**src/rtl/rect_fill_engine_if.sv**
```systemverilog
// Command and frame-store write bundle for rect_fill_engine.
//
// Handshake: iStart is a single-cycle command strobe. It is accepted only
// while oBusy=0, and everything else on the command side is sampled in that
// same cycle. oWren is a write strobe with no back-pressure. The memory
// controller takes one pixel on every clock edge that ends a cycle with
// oWren=1, and in that cycle oAddress, oData and oChipSelect are valid.
interface rect_fill_engine_if #(
    parameter int ADDR_W   = 17,
    parameter int COLOUR_W = 9
);
    // Command side
    logic                iStart;
    logic [8:0]          iX0;
    logic [8:0]          iX1;
    logic [7:0]          iY0;
    logic [7:0]          iY1;
    logic [COLOUR_W-1:0] iColour;
    logic                iLayer;
    logic                iAbort;

    // Memory-controller side and status
    logic [ADDR_W-1:0]   oAddress;
    logic [COLOUR_W-1:0] oData;
    logic                oWren;
    logic                oChipSelect;
    logic                oBusy;
    logic                oDone;

    // Debug view of the engine FSM state
    logic [1:0]          dbg_state;

    modport master (
        output iStart, iX0, iX1, iY0, iY1, iColour, iLayer, iAbort,
        input  oAddress, oData, oWren, oChipSelect, oBusy, oDone, dbg_state
    );

    modport slave (
        input  iStart, iX0, iX1, iY0, iY1, iColour, iLayer, iAbort,
        output oAddress, oData, oWren, oChipSelect, oBusy, oDone, dbg_state
    );
endinterface

```
**src/rtl/rect_fill_engine.sv**
```systemverilog
// Rectangle fill engine: latches a corner pair, normalises and clips it to
// the visible frame, then writes one pixel per clock in raster order to the
// frame store. All outputs are registered.
module rect_fill_engine #(
    parameter int H_RES    = 320,
    parameter int V_RES    = 240,
    parameter int ADDR_W   = 17,
    parameter int COLOUR_W = 9
) (
    input  logic               iClk,
    input  logic               iReset,
    rect_fill_engine_if.slave  bus
);

    localparam logic [1:0] S_IDLE  = 2'd0;
    localparam logic [1:0] S_SETUP = 2'd1;
    localparam logic [1:0] S_FILL  = 2'd2;
    localparam logic [1:0] S_DONE  = 2'd3;

    localparam logic [8:0]        X_MAX    = 9'(H_RES - 1);
    localparam logic [7:0]        Y_MAX    = 8'(V_RES - 1);
    localparam logic [ADDR_W-1:0] ROW_STEP = ADDR_W'(H_RES);

    // FSM and latched command
    logic [1:0]          state_q,  state_d;
    logic [8:0]          x0_q,     x0_d;
    logic [8:0]          x1_q,     x1_d;
    logic [7:0]          y0_q,     y0_d;
    logic [7:0]          y1_q,     y1_d;
    logic [COLOUR_W-1:0] colour_q, colour_d;
    logic                layer_q,  layer_d;

    // Normalised, clipped bounds and raster position
    logic [8:0]          xl_q,     xl_d;
    logic [8:0]          xr_q,     xr_d;
    logic [7:0]          yb_q,     yb_d;
    logic [8:0]          cur_x_q,  cur_x_d;
    logic [7:0]          cur_y_q,  cur_y_d;
    logic [ADDR_W-1:0]   row_q,    row_d;

    // Registered outputs
    logic [ADDR_W-1:0]   address_q, address_d;
    logic [COLOUR_W-1:0] data_q,    data_d;
    logic                wren_q,    wren_d;
    logic                cs_q,      cs_d;
    logic                busy_q,    busy_d;
    logic                done_q,    done_d;

    // Setup arithmetic, only consumed in SETUP
    logic [8:0]          xl_c;
    logic [8:0]          xr_c;
    logic [7:0]          yt_c;
    logic [7:0]          yb_c;
    logic [ADDR_W-1:0]   base_c;
    logic                last_pixel;

    // Normalise corners, clip to the visible frame and form the first row base.
    // The row base uses yt*320 = yt*256 + yt*64 so no multiplier is needed.
    always_comb begin
        xl_c = (x0_q < x1_q) ? x0_q : x1_q;
        xr_c = (x0_q < x1_q) ? x1_q : x0_q;
        yt_c = (y0_q < y1_q) ? y0_q : y1_q;
        yb_c = (y0_q < y1_q) ? y1_q : y0_q;
        if (xl_c > X_MAX) xl_c = X_MAX;
        if (xr_c > X_MAX) xr_c = X_MAX;
        if (yt_c > Y_MAX) yt_c = Y_MAX;
        if (yb_c > Y_MAX) yb_c = Y_MAX;
        base_c = (ADDR_W'(yt_c) << 8) + (ADDR_W'(yt_c) << 6);
    end

    assign last_pixel = (cur_x_q == xr_q) && (cur_y_q == yb_q);

    // Next-state logic. In FILL, the output registers already present the
    // current pixel, so this cycle decides what (if anything) comes next.
    always_comb begin
        state_d   = state_q;
        x0_d      = x0_q;
        x1_d      = x1_q;
        y0_d      = y0_q;
        y1_d      = y1_q;
        colour_d  = colour_q;
        layer_d   = layer_q;
        xl_d      = xl_q;
        xr_d      = xr_q;
        yb_d      = yb_q;
        cur_x_d   = cur_x_q;
        cur_y_d   = cur_y_q;
        row_d     = row_q;
        address_d = address_q;
        data_d    = data_q;
        cs_d      = cs_q;
        busy_d    = busy_q;
        wren_d    = 1'b0;
        done_d    = 1'b0;

        case (state_q)
            S_IDLE: begin
                busy_d = 1'b0;
                if (bus.iStart) begin
                    x0_d     = bus.iX0;
                    x1_d     = bus.iX1;
                    y0_d     = bus.iY0;
                    y1_d     = bus.iY1;
                    colour_d = bus.iColour;
                    layer_d  = bus.iLayer;
                    busy_d   = 1'b1;
                    state_d  = S_SETUP;
                end
            end

            S_SETUP: begin
                xl_d      = xl_c;
                xr_d      = xr_c;
                yb_d      = yb_c;
                cur_x_d   = xl_c;
                cur_y_d   = yt_c;
                row_d     = base_c;
                address_d = base_c + ADDR_W'(xl_c);
                data_d    = colour_q;
                cs_d      = layer_q;
                wren_d    = 1'b1;
                state_d   = S_FILL;
            end

            S_FILL: begin
                if (bus.iAbort || last_pixel) begin
                    done_d  = 1'b1;
                    state_d = S_DONE;
                end else if (cur_x_q == xr_q) begin
                    cur_x_d   = xl_q;
                    cur_y_d   = cur_y_q + 8'd1;
                    row_d     = row_q + ROW_STEP;
                    address_d = row_q + ROW_STEP + ADDR_W'(xl_q);
                    wren_d    = 1'b1;
                end else begin
                    cur_x_d   = cur_x_q + 9'd1;
                    address_d = row_q + ADDR_W'(cur_x_q) + ADDR_W'(1);
                    wren_d    = 1'b1;
                end
            end

            default: begin
                busy_d  = 1'b0;
                state_d = S_IDLE;
            end
        endcase
    end

    // State and output registers; reset wins over everything, including abort.
    always_ff @(posedge iClk) begin
        if (iReset) begin
            state_q   <= S_IDLE;
            x0_q      <= '0;
            x1_q      <= '0;
            y0_q      <= '0;
            y1_q      <= '0;
            colour_q  <= '0;
            layer_q   <= 1'b0;
            xl_q      <= '0;
            xr_q      <= '0;
            yb_q      <= '0;
            cur_x_q   <= '0;
            cur_y_q   <= '0;
            row_q     <= '0;
            address_q <= '0;
            data_q    <= '0;
            wren_q    <= 1'b0;
            cs_q      <= 1'b0;
            busy_q    <= 1'b0;
            done_q    <= 1'b0;
        end else begin
            state_q   <= state_d;
            x0_q      <= x0_d;
            x1_q      <= x1_d;
            y0_q      <= y0_d;
            y1_q      <= y1_d;
            colour_q  <= colour_d;
            layer_q   <= layer_d;
            xl_q      <= xl_d;
            xr_q      <= xr_d;
            yb_q      <= yb_d;
            cur_x_q   <= cur_x_d;
            cur_y_q   <= cur_y_d;
            row_q     <= row_d;
            address_q <= address_d;
            data_q    <= data_d;
            wren_q    <= wren_d;
            cs_q      <= cs_d;
            busy_q    <= busy_d;
            done_q    <= done_d;
        end
    end

    assign bus.oAddress    = address_q;
    assign bus.oData       = data_q;
    assign bus.oWren       = wren_q;
    assign bus.oChipSelect = cs_q;
    assign bus.oBusy       = busy_q;
    assign bus.oDone       = done_q;
    assign bus.dbg_state   = state_q;

endmodule

```
**src/flat_wrapper.sv**
```systemverilog
// flat-port wrapper written by rule: the top's interface ports become plain ports
module rect_fill_engine_flat 
#(
    parameter int H_RES    = 320,
    parameter int V_RES    = 240,
    parameter int ADDR_W   = 17,
    parameter int COLOUR_W = 9
)
  (iClk, iReset, bus_iStart, bus_iX0, bus_iX1, bus_iY0, bus_iY1, bus_iColour, bus_iLayer, bus_iAbort, bus_oAddress, bus_oData, bus_oWren, bus_oChipSelect, bus_oBusy, bus_oDone, bus_dbg_state);
  rect_fill_engine_if #(.ADDR_W(ADDR_W), .COLOUR_W(COLOUR_W)) bus_i ();
  input  logic iClk;
  input  logic iReset;
  input wire logic [$bits(bus_i.iStart)-1:0] bus_iStart;
  input wire logic [$bits(bus_i.iX0)-1:0] bus_iX0;
  input wire logic [$bits(bus_i.iX1)-1:0] bus_iX1;
  input wire logic [$bits(bus_i.iY0)-1:0] bus_iY0;
  input wire logic [$bits(bus_i.iY1)-1:0] bus_iY1;
  input wire logic [$bits(bus_i.iColour)-1:0] bus_iColour;
  input wire logic [$bits(bus_i.iLayer)-1:0] bus_iLayer;
  input wire logic [$bits(bus_i.iAbort)-1:0] bus_iAbort;
  output wire logic [$bits(bus_i.oAddress)-1:0] bus_oAddress;
  output wire logic [$bits(bus_i.oData)-1:0] bus_oData;
  output wire logic [$bits(bus_i.oWren)-1:0] bus_oWren;
  output wire logic [$bits(bus_i.oChipSelect)-1:0] bus_oChipSelect;
  output wire logic [$bits(bus_i.oBusy)-1:0] bus_oBusy;
  output wire logic [$bits(bus_i.oDone)-1:0] bus_oDone;
  output wire logic [$bits(bus_i.dbg_state)-1:0] bus_dbg_state;
  assign bus_i.iStart = bus_iStart;
  assign bus_i.iX0 = bus_iX0;
  assign bus_i.iX1 = bus_iX1;
  assign bus_i.iY0 = bus_iY0;
  assign bus_i.iY1 = bus_iY1;
  assign bus_i.iColour = bus_iColour;
  assign bus_i.iLayer = bus_iLayer;
  assign bus_i.iAbort = bus_iAbort;
  assign bus_oAddress = bus_i.oAddress;
  assign bus_oData = bus_i.oData;
  assign bus_oWren = bus_i.oWren;
  assign bus_oChipSelect = bus_i.oChipSelect;
  assign bus_oBusy = bus_i.oBusy;
  assign bus_oDone = bus_i.oDone;
  assign bus_dbg_state = bus_i.dbg_state;
  rect_fill_engine #(.H_RES(H_RES), .V_RES(V_RES), .ADDR_W(ADDR_W), .COLOUR_W(COLOUR_W)) u_core (.iClk(iClk), .iReset(iReset), .bus(bus_i));
endmodule
```
**config.mk**
```make
export PLATFORM = sky130hd
export DESIGN_NAME = rect_fill_engine_flat
export DESIGN_NICKNAME = d
export VERILOG_FILES = /design/src/rtl/rect_fill_engine_if.sv /design/src/rtl/rect_fill_engine.sv /design/src/flat_wrapper.sv
export SDC_FILE = /design/constraint.sdc
export NUM_CORES = 1
export LEC_CHECK = 0
export CAP_MARGIN = 10
export CORE_MARGIN = 1
export CORE_UTILIZATION = 50
export CTS_CLUSTER_DIAMETER = 50
export DETAILED_ROUTE_END_ITERATION = 8
export GPL_TIMING_DRIVEN = 0
export PLACE_DENSITY = 0.8
export SLEW_MARGIN = 5
export SYNTH_ARGS = -nofsm -noshare
export SYNTH_HDL_FRONTEND = slang
export SYNTH_SLANG_ARGS = --single-unit
export TNS_END_PERCENT = 1
```
**constraint.sdc**
```tcl
create_clock -name iClk -period 4.7 [get_ports iClk]
set_input_delay 0.94 -clock iClk [delete_from_list [all_inputs] [get_ports iClk]]
set_output_delay 0.94 -clock iClk [all_outputs]
set_load 0.005 [all_outputs]
```
==> results of run 1 <==
metrics by stage:
step | area [sq um] | utilization [%] | std cells | hold slack [ps]
after floorplan | 7876 | - | 1014 | 436.0
after global placement | 8931 | 58.32 | 1304 | 442.4
after detailed placement | 8931 | 58.32 | 1304 | 447.1
after CTS | 9567 | 62.47 | 1336 | 455.2
after global routing | 9600 | 62.69 | 1339 | 472.4
final | 9600 | 62.69 | 1339 | 454.0
layout make-up:
cell class              count  area (sq um)  share of cell area [%]
plain buffers              68         289.0                   3.011
clock buffers              18         429.2                   4.470
clock inverters            14         181.4                   1.890
inverters                  28         105.1                   1.095
multi-input cells         788          4925                   51.30
flip-flops and latches    129          2586                   26.94
well taps                 211         264.0                   2.750
repair buffers             83         820.8                   8.549
kinds of logic after synthesis:
family	Yosys count	synth area share [%]
AO/OA/AOI/OAI	264	22.40
XOR/XNOR	56	6.227
adder cells (fa/ha/maj)	40	6.545
buffers and inverters	97	4.988
flip-flops	129	32.79
multiplexers	46	6.005
AND/OR/NAND/NOR	382	21.05
Yosys cell counts (10+ instances only):
cell / count / share of area, %
o31ai_1: 10 / 0.95
xor2_1: 27 / 3.0
o21ai_0: 39 / 2.5
nand2_1: 160 / 7.6
nor3_1: 27 / 1.7
a21oi_1: 93 / 5.9
a21o_1: 11 / 1.0
dfxtp_1: 129 / 33
ha_1: 38 / 6.0
nand3_1: 14 / 0.89
clkbuf_1: 48 / 2.3
a2111oi_0: 12 / 1.3
o211ai_1: 10 / 0.95
mux2i_1: 36 / 4.6
buf_2: 13 / 0.83
mux2_2: 10 / 1.4
nor2_1: 126 / 6.0
a211oi_1: 25 / 2.4
xnor2_1: 29 / 3.2
inv_1: 26 / 1.2
worst max-delay path, delay by kind of cell (launching register included):
| kind | cells | cell delay [ps] |
|---|---|---|
| AO/OA/AOI/OAI | 7 | 1510 |
| adder cells (fa/ha/maj) | 2 | 690 |
| buffers and inverters | 2 | 250 |
| XOR/XNOR | 2 | 470 |
| flip-flops | 1 | 400 |
| multiplexers | 1 | 420 |
| AND/OR/NAND/NOR | 3 | 550 |
state kept, by name, summed over array words and instances (netlist names):
register and cells:
u_core.layer_q 1, u_core.bus.oData 9, u_core.cur_x_q 8, u_core.bus.oDone 1
u_core.x0_q 9, u_core.cur_y_q 8, u_core.bus.oChipSelect 1, u_core.row_q 11
u_core.y1_q 8, u_core.bus.oAddress 17, u_core.bus.oWren 1, u_core.xl_q 9
u_core.xr_q 9, u_core.colour_q 9, u_core.yb_q 8, u_core.y0_q 8
u_core.x1_q 9, u_core.bus.oBusy 1, u_core.bus.dbg_state 2
report_power, final:
group	total [mW]	internal [mW]	leakage (nW)	switching (mW)
registers	1.67	1.39	1.06	0.275
logic	3.56	1.42	2.36	2.15
clock network	1.38	0.840	0.284	0.536
total	6.61	3.65	3.70	2.96
repair_timing:
| action | 4_1_cts | 5_1_grt |
|---|---|---|
| pin swaps | 1 | 1 |
| buffers inserted | 1 | 3 |
| gates cloned | 0 | 0 |
| setup endpoints to repair | 7 | 7 |
| resized for setup | 5 | 7 |
per-layer routing:
layer / part of all wire [%] / up-vias / global-route usage (%)
li1: - / 3785 / -
met1: 42 / 3695 / 37.60
met2: 46 / 379 / 48.28
met3: 8.9 / 59 / 7.161
met4: 2.8 / 0 / 13.59
met5: 0 / - / 0
how the worst max path moves through the flow:
stage / slack (ps) / end
floorplan: 460 / u_core.bus.oAddress[15]$_SDFFE_PP0P_
global placement: -290 / u_core.bus.oAddress[15]$_SDFFE_PP0P_
detailed placement: -290 / u_core.bus.oAddress[14]$_SDFFE_PP0P_
CTS: 7 / u_core.bus.oAddress[14]$_SDFFE_PP0P_
global route: -8 / u_core.bus.oAddress[15]$_SDFFE_PP0P_
finish: 230 / u_core.bus.oAddress[14]$_SDFFE_PP0P_
==> metrics.yaml, run 1 <==
status:
  outcome: "finished, final reports clean"
worst_hold_path:
  hold_class: "flip-flop to flip-flop"
  min_to: "u_core.colour_q[7]$_SDFFE_PP0P_"
  holdPathStages: 2
  hold_start: "u_core.colour_q[7]$_SDFFE_PP0P_"
clock_tree:
  cts_sinks: 129
  hold_buffers: 0
  clk_latency_ps: 440
  cts_buffer_depth: 2
  htree_levels: 4
  cts_tree: "built"
  clk_pin_slew_ps: 60
  root_buffer: "clkbuf_16"
  cts_buffers: 17
global_routing:
  grt_pass1_vias: 7445
  antenna_found_initial: 1
  grt_pass1_wl_um: 37710
  grt_max_degree: 17
  grt_use_total_pct: 29.85
  overflow: 0
floorplanning:
  start_util_pct: 51.43
  dieWidth_um: 127.5
  rows: 45
  die_h_um: 127.5
  fp.dieArea_sq_um: 16260
  coreArea_sq_um: 15310
  io_pins: 80
critical_path:
  critical_path_class: "flip-flop to flip-flop"
  critical_path.startpoint: "u_core.y1_q[7]$_SDFFE_PP0P_"
  reg2reg_depth: 17
  required_ps: 4980
  reg2reg_to: "u_core.bus.oAddress[14]$_SDFFE_PP0P_"
  critPathMaxFanout: 7
  path_cells: "inv_1 -> ha_1 -> and2_4 -> o2111ai_2 -> o21ai_2 -> buf_4 -> mux2_2 -> o211ai_1 -> ha_1 -> a21o_1 -> a21oi_1 -> xnor2_1 -> and2_2 -> nand2_1 -> o211ai_1 -> xor2_1 -> o22ai_1"
  r2r_start: "u_core.y1_q[7]$_SDFFE_PP0P_"
  startpoint_type: "flip-flop"
  cpMaxStageDelayCell: "mux2_2"
  rrSetupSlack_ps: 230
  cpPeakStageDelay_ps: 420
  arrival_ps: 4760
  critPathCaptureType: "flip-flop"
finish:
  drive_gt1_share_pct: 7.358
  diodes: 0
  area_delta_synth_final_pct: 21.89
  fillers: 1357
  final_cell_mix: "nand2_1, dfxtp_1, nor2_1, a21oi_1, clkdlybuf4s50_1"
  num-nets-final: 1203
  final_common_cell: "nand2_1"
timing:
  slew_viol_final: 0
  max-slew-margin-rel_pct: 45.30
  max_freq_ghz: 0.2235
  fin_crit_ps: 4475
  setup_viol: 0
  fin_tns_setup_ps: 0
  finalClockSkew_ps: 10.21
  hold_violations: 0
  finalWorstSetupSlack_ps: 225.4
  worst_pin_slew_ps: 820.5
  post-route-period-util_pct: 95.20
logic_synthesis:
  synthDistinctLibCells: 76
  postSynthNetCount: 1102
  synth.yosys.seq_area_share_pct: 32.79
  async_reset_ff_share_pct: 0
  synth.avg_cell_area_sq_um: 7.768
  netlist_area_sq_um: 7876
  synth_seq_cells: 129
  synth_edf_count: 0
  yosys_warnings: 0
  ys.flop_type: "dfxtp_1"
  synthCells: 1014
placement:
  numPortBuffers: 79
  pre_cts_ws_ps: -286.2
  dp_hpwl_um: 17210
  routabilityCongestion: 0.9323
route:
  route.detailed.wl_per_inst_um: 17.64
  vias: 7918
  drt-initial-drc-count: 751
  wl_um: 23620
  drc: 0
  dr.pass1.iters: 5
  antenna_left: 0
  vias_per_cell: 5.913
pwr:
  p_total_mw: 6.610
  p_per_area_nw_per_um2: 688.5
  peakVddDrop_uv: 316.4
  p_leak_nw: 3.699
run:
  drv_cap: 0
No activity file was read; power rests on OpenSTA's default activity.
==> run 2, diff against run 1 <==
- RECOVER_POWER: unset -> 50
==> run 2 against run 1 <==
Compared with the run above:
- worst setup slack got worse by 15 ps
- critical path depth did not move
- clock skew rose by 1.9 ps
- die area did not move
- total power fell by 0.40%
- flip-flop and latch count did not move
- non-clock buffer count did not move
- sequential share of layout area did not move
- cell count did not move
==> metrics.yaml, run 2 (synthesized netlist as in run 1, its figures left out) <==
status:
  outcome: "finished, final reports clean"
finish:
  fillers: 1357
  final_common_cell: "nand2_1"
  seqCellArea_sq_um: 2586
  utilization_pct: 62.69
  drive_gt1_share_pct: 7.358
  multi_input_area_sq_um: 4925
  final_cell_mix: "nand2_1, dfxtp_1, nor2_1, a21oi_1, clkbuf_1"
  area_delta_synth_final_pct: 21.89
  largest_reg_flops: 17
  num-nets-final: 1203
  diodes: 0
critical_path:
  cpMaxStageDelayCell: "mux2_2"
  critical_path_class: "flip-flop to flip-flop"
  path_cells: "inv_1 -> ha_1 -> and2_4 -> o2111ai_2 -> o21ai_2 -> buf_4 -> mux2_2 -> o211ai_1 -> ha_1 -> a21o_1 -> a21oi_1 -> xnor2_1 -> and2_2 -> nand2_1 -> o211ai_1 -> xor2_1 -> o22ai_1"
  r2r_start: "u_core.y1_q[7]$_SDFFE_PP0P_"
  rrSetupSlack_ps: 210
  reg2reg_depth: 17
  critPathMaxFanout: 7
  arrival_ps: 4770
  critPathCaptureType: "flip-flop"
  cpPeakStageDelay_ps: 420
  reg2reg_to: "u_core.bus.oAddress[14]$_SDFFE_PP0P_"
  required_ps: 4980
  startpoint_type: "flip-flop"
worst_hold_path:
  hold_start: "u_core.colour_q[7]$_SDFFE_PP0P_"
  holdPathStages: 2
  hold_class: "flip-flop to flip-flop"
  min_to: "u_core.colour_q[7]$_SDFFE_PP0P_"
clock_tree:
  htree_levels: 4
  cts_sinks: 129
  clk_pin_slew_ps: 60
  root_buffer: "clkbuf_16"
  cts_buffers: 17
  cts_tree: "built"
  clk_latency_ps: 440
  hold_buffers: 0
  cts_buffer_depth: 2
placement:
  numPortBuffers: 79
  routabilityCongestion: 0.9323
  dp_hpwl_um: 17210
route:
  vias: 7940
  drt-initial-drc-count: 739
  antenna_left: 0
  wl_um: 23640
  drc: 0
  route.detailed.wl_per_inst_um: 17.66
  vias_per_cell: 5.930
  dr.pass1.iters: 5
timing:
  max_freq_ghz: 0.2227
  post-route-period-util_pct: 95.52
  hold_violations: 0
  max-slew-margin-rel_pct: 44.60
  timing.hold.ws_ps: 454.8
  fin_tns_setup_ps: 0
  worst_pin_slew_ps: 831.0
  slew_viol_final: 0
  setup_viol: 0
  finalClockSkew_ps: 12.15
  fin_crit_ps: 4489
pwr:
  switchingPower_mw: 2.958
  p_clk_share_pct: 20.9
  p_comb_share_pct: 53.7
  p_leak_nw: 3.794
  power.internal_mw: 3.626
  seq_power_share_pct: 25.3
  p_total_mw: 6.583
  peakVddDrop_uv: 318.5
  switching_share_pct: 44.93
  p_per_area_nw_per_um2: 685.7
floorplanning:
  fp.dieArea_sq_um: 16260
  rows: 45
  coreArea_sq_um: 15310
  start_util_pct: 51.43
  dieWidth_um: 127.5
  io_pins: 80
  die_h_um: 127.5
run:
  drv_cap: 0
global_routing:
  grt_max_degree: 17
  overflow: 0
  grt_pass1_wl_um: 37710
  grt_use_total_pct: 29.85
  grt_pass1_vias: 7445
  antenna_found_initial: 1
## run 2: worst max-delay path by stage
stage,end,slack (ps),cells past startpoint,from
CTS,u_core.bus.oAddress[14]$_SDFFE_PP0P_,7,18,u_core.y1_q[7]$_SDFFE_PP0P_
global placement,u_core.bus.oAddress[15]$_SDFFE_PP0P_,-290,21,u_core.y1_q[6]$_SDFFE_PP0P_
finish,u_core.bus.oAddress[14]$_SDFFE_PP0P_,210,17,u_core.y1_q[7]$_SDFFE_PP0P_
global route,u_core.bus.oAddress[15]$_SDFFE_PP0P_,-8,20,u_core.y1_q[7]$_SDFFE_PP0P_
detailed placement,u_core.bus.oAddress[14]$_SDFFE_PP0P_,-290,20,u_core.y1_q[6]$_SDFFE_PP0P_
floorplan,u_core.bus.oAddress[15]$_SDFFE_PP0P_,460,20,u_core.y1_q[6]$_SDFFE_PP0P_
## run 2: critical path: cells and delay by family, from the launching register on
kind | cells | cell delay, ps
buf+inv | 2 | 250
compound gates | 7 | 1520
simple gates | 3 | 550
xor+xnor | 2 | 480
fa+ha+maj | 2 | 690
mux | 1 | 420
flops | 1 | 390
## run 2: per-stage QoR
| step | area (sq um) | std cells | setup slack, ps |
|---|---|---|---|
| floorplan | 7876 | 1014 | 455.4 |
| global placement | 8931 | 1304 | -293.3 |
| detailed placement | 8931 | 1304 | -286.2 |
| CTS | 9567 | 1336 | 6.762 |
| global route | 9600 | 1339 | -7.579 |
| finish | 9600 | 1339 | 210.6 |
## run 2: power groups by stage
stage,sequential (mW),clock (mW),combinational (mW)
after detailed placement,1.68,0,3.40
after global routing,1.70,1.43,3.84
after floorplan,1.61,0,2.48
after global placement,1.67,0,3.35
final,1.67,1.38,3.54
after CTS,1.66,1.38,3.46
## run 2: cell type report
| cell class | instances | area share [%] |
|---|---|---|
| Buffer | 68 | 3.011 |
| Clock buffer | 18 | 4.470 |
| Clock inverter | 14 | 1.890 |
| Inverter | 28 | 1.095 |
| Multi-Input combinational cell | 788 | 51.30 |
| Sequential cell | 129 | 26.94 |
| Tap cell | 211 | 2.750 |
| Timing Repair Buffer | 83 | 8.549 |
## run 2: per-layer routing
metal	wire, um	share of wire, %	GRT usage, %	vias up
met5	0	0	0	-
met4	736	3.1	13.59	0
met3	2095	8.9	7.161	68
met2	10800	46	48.28	410
met1	10010	42	37.60	3682
li1	-	-	-	3780
## run 2: timing repair
item,in CTS,in global routing
gates resized for setup,5,7
pin swaps,1,1
setup buffers,1,3
endpoints found under the setup margin,7,7
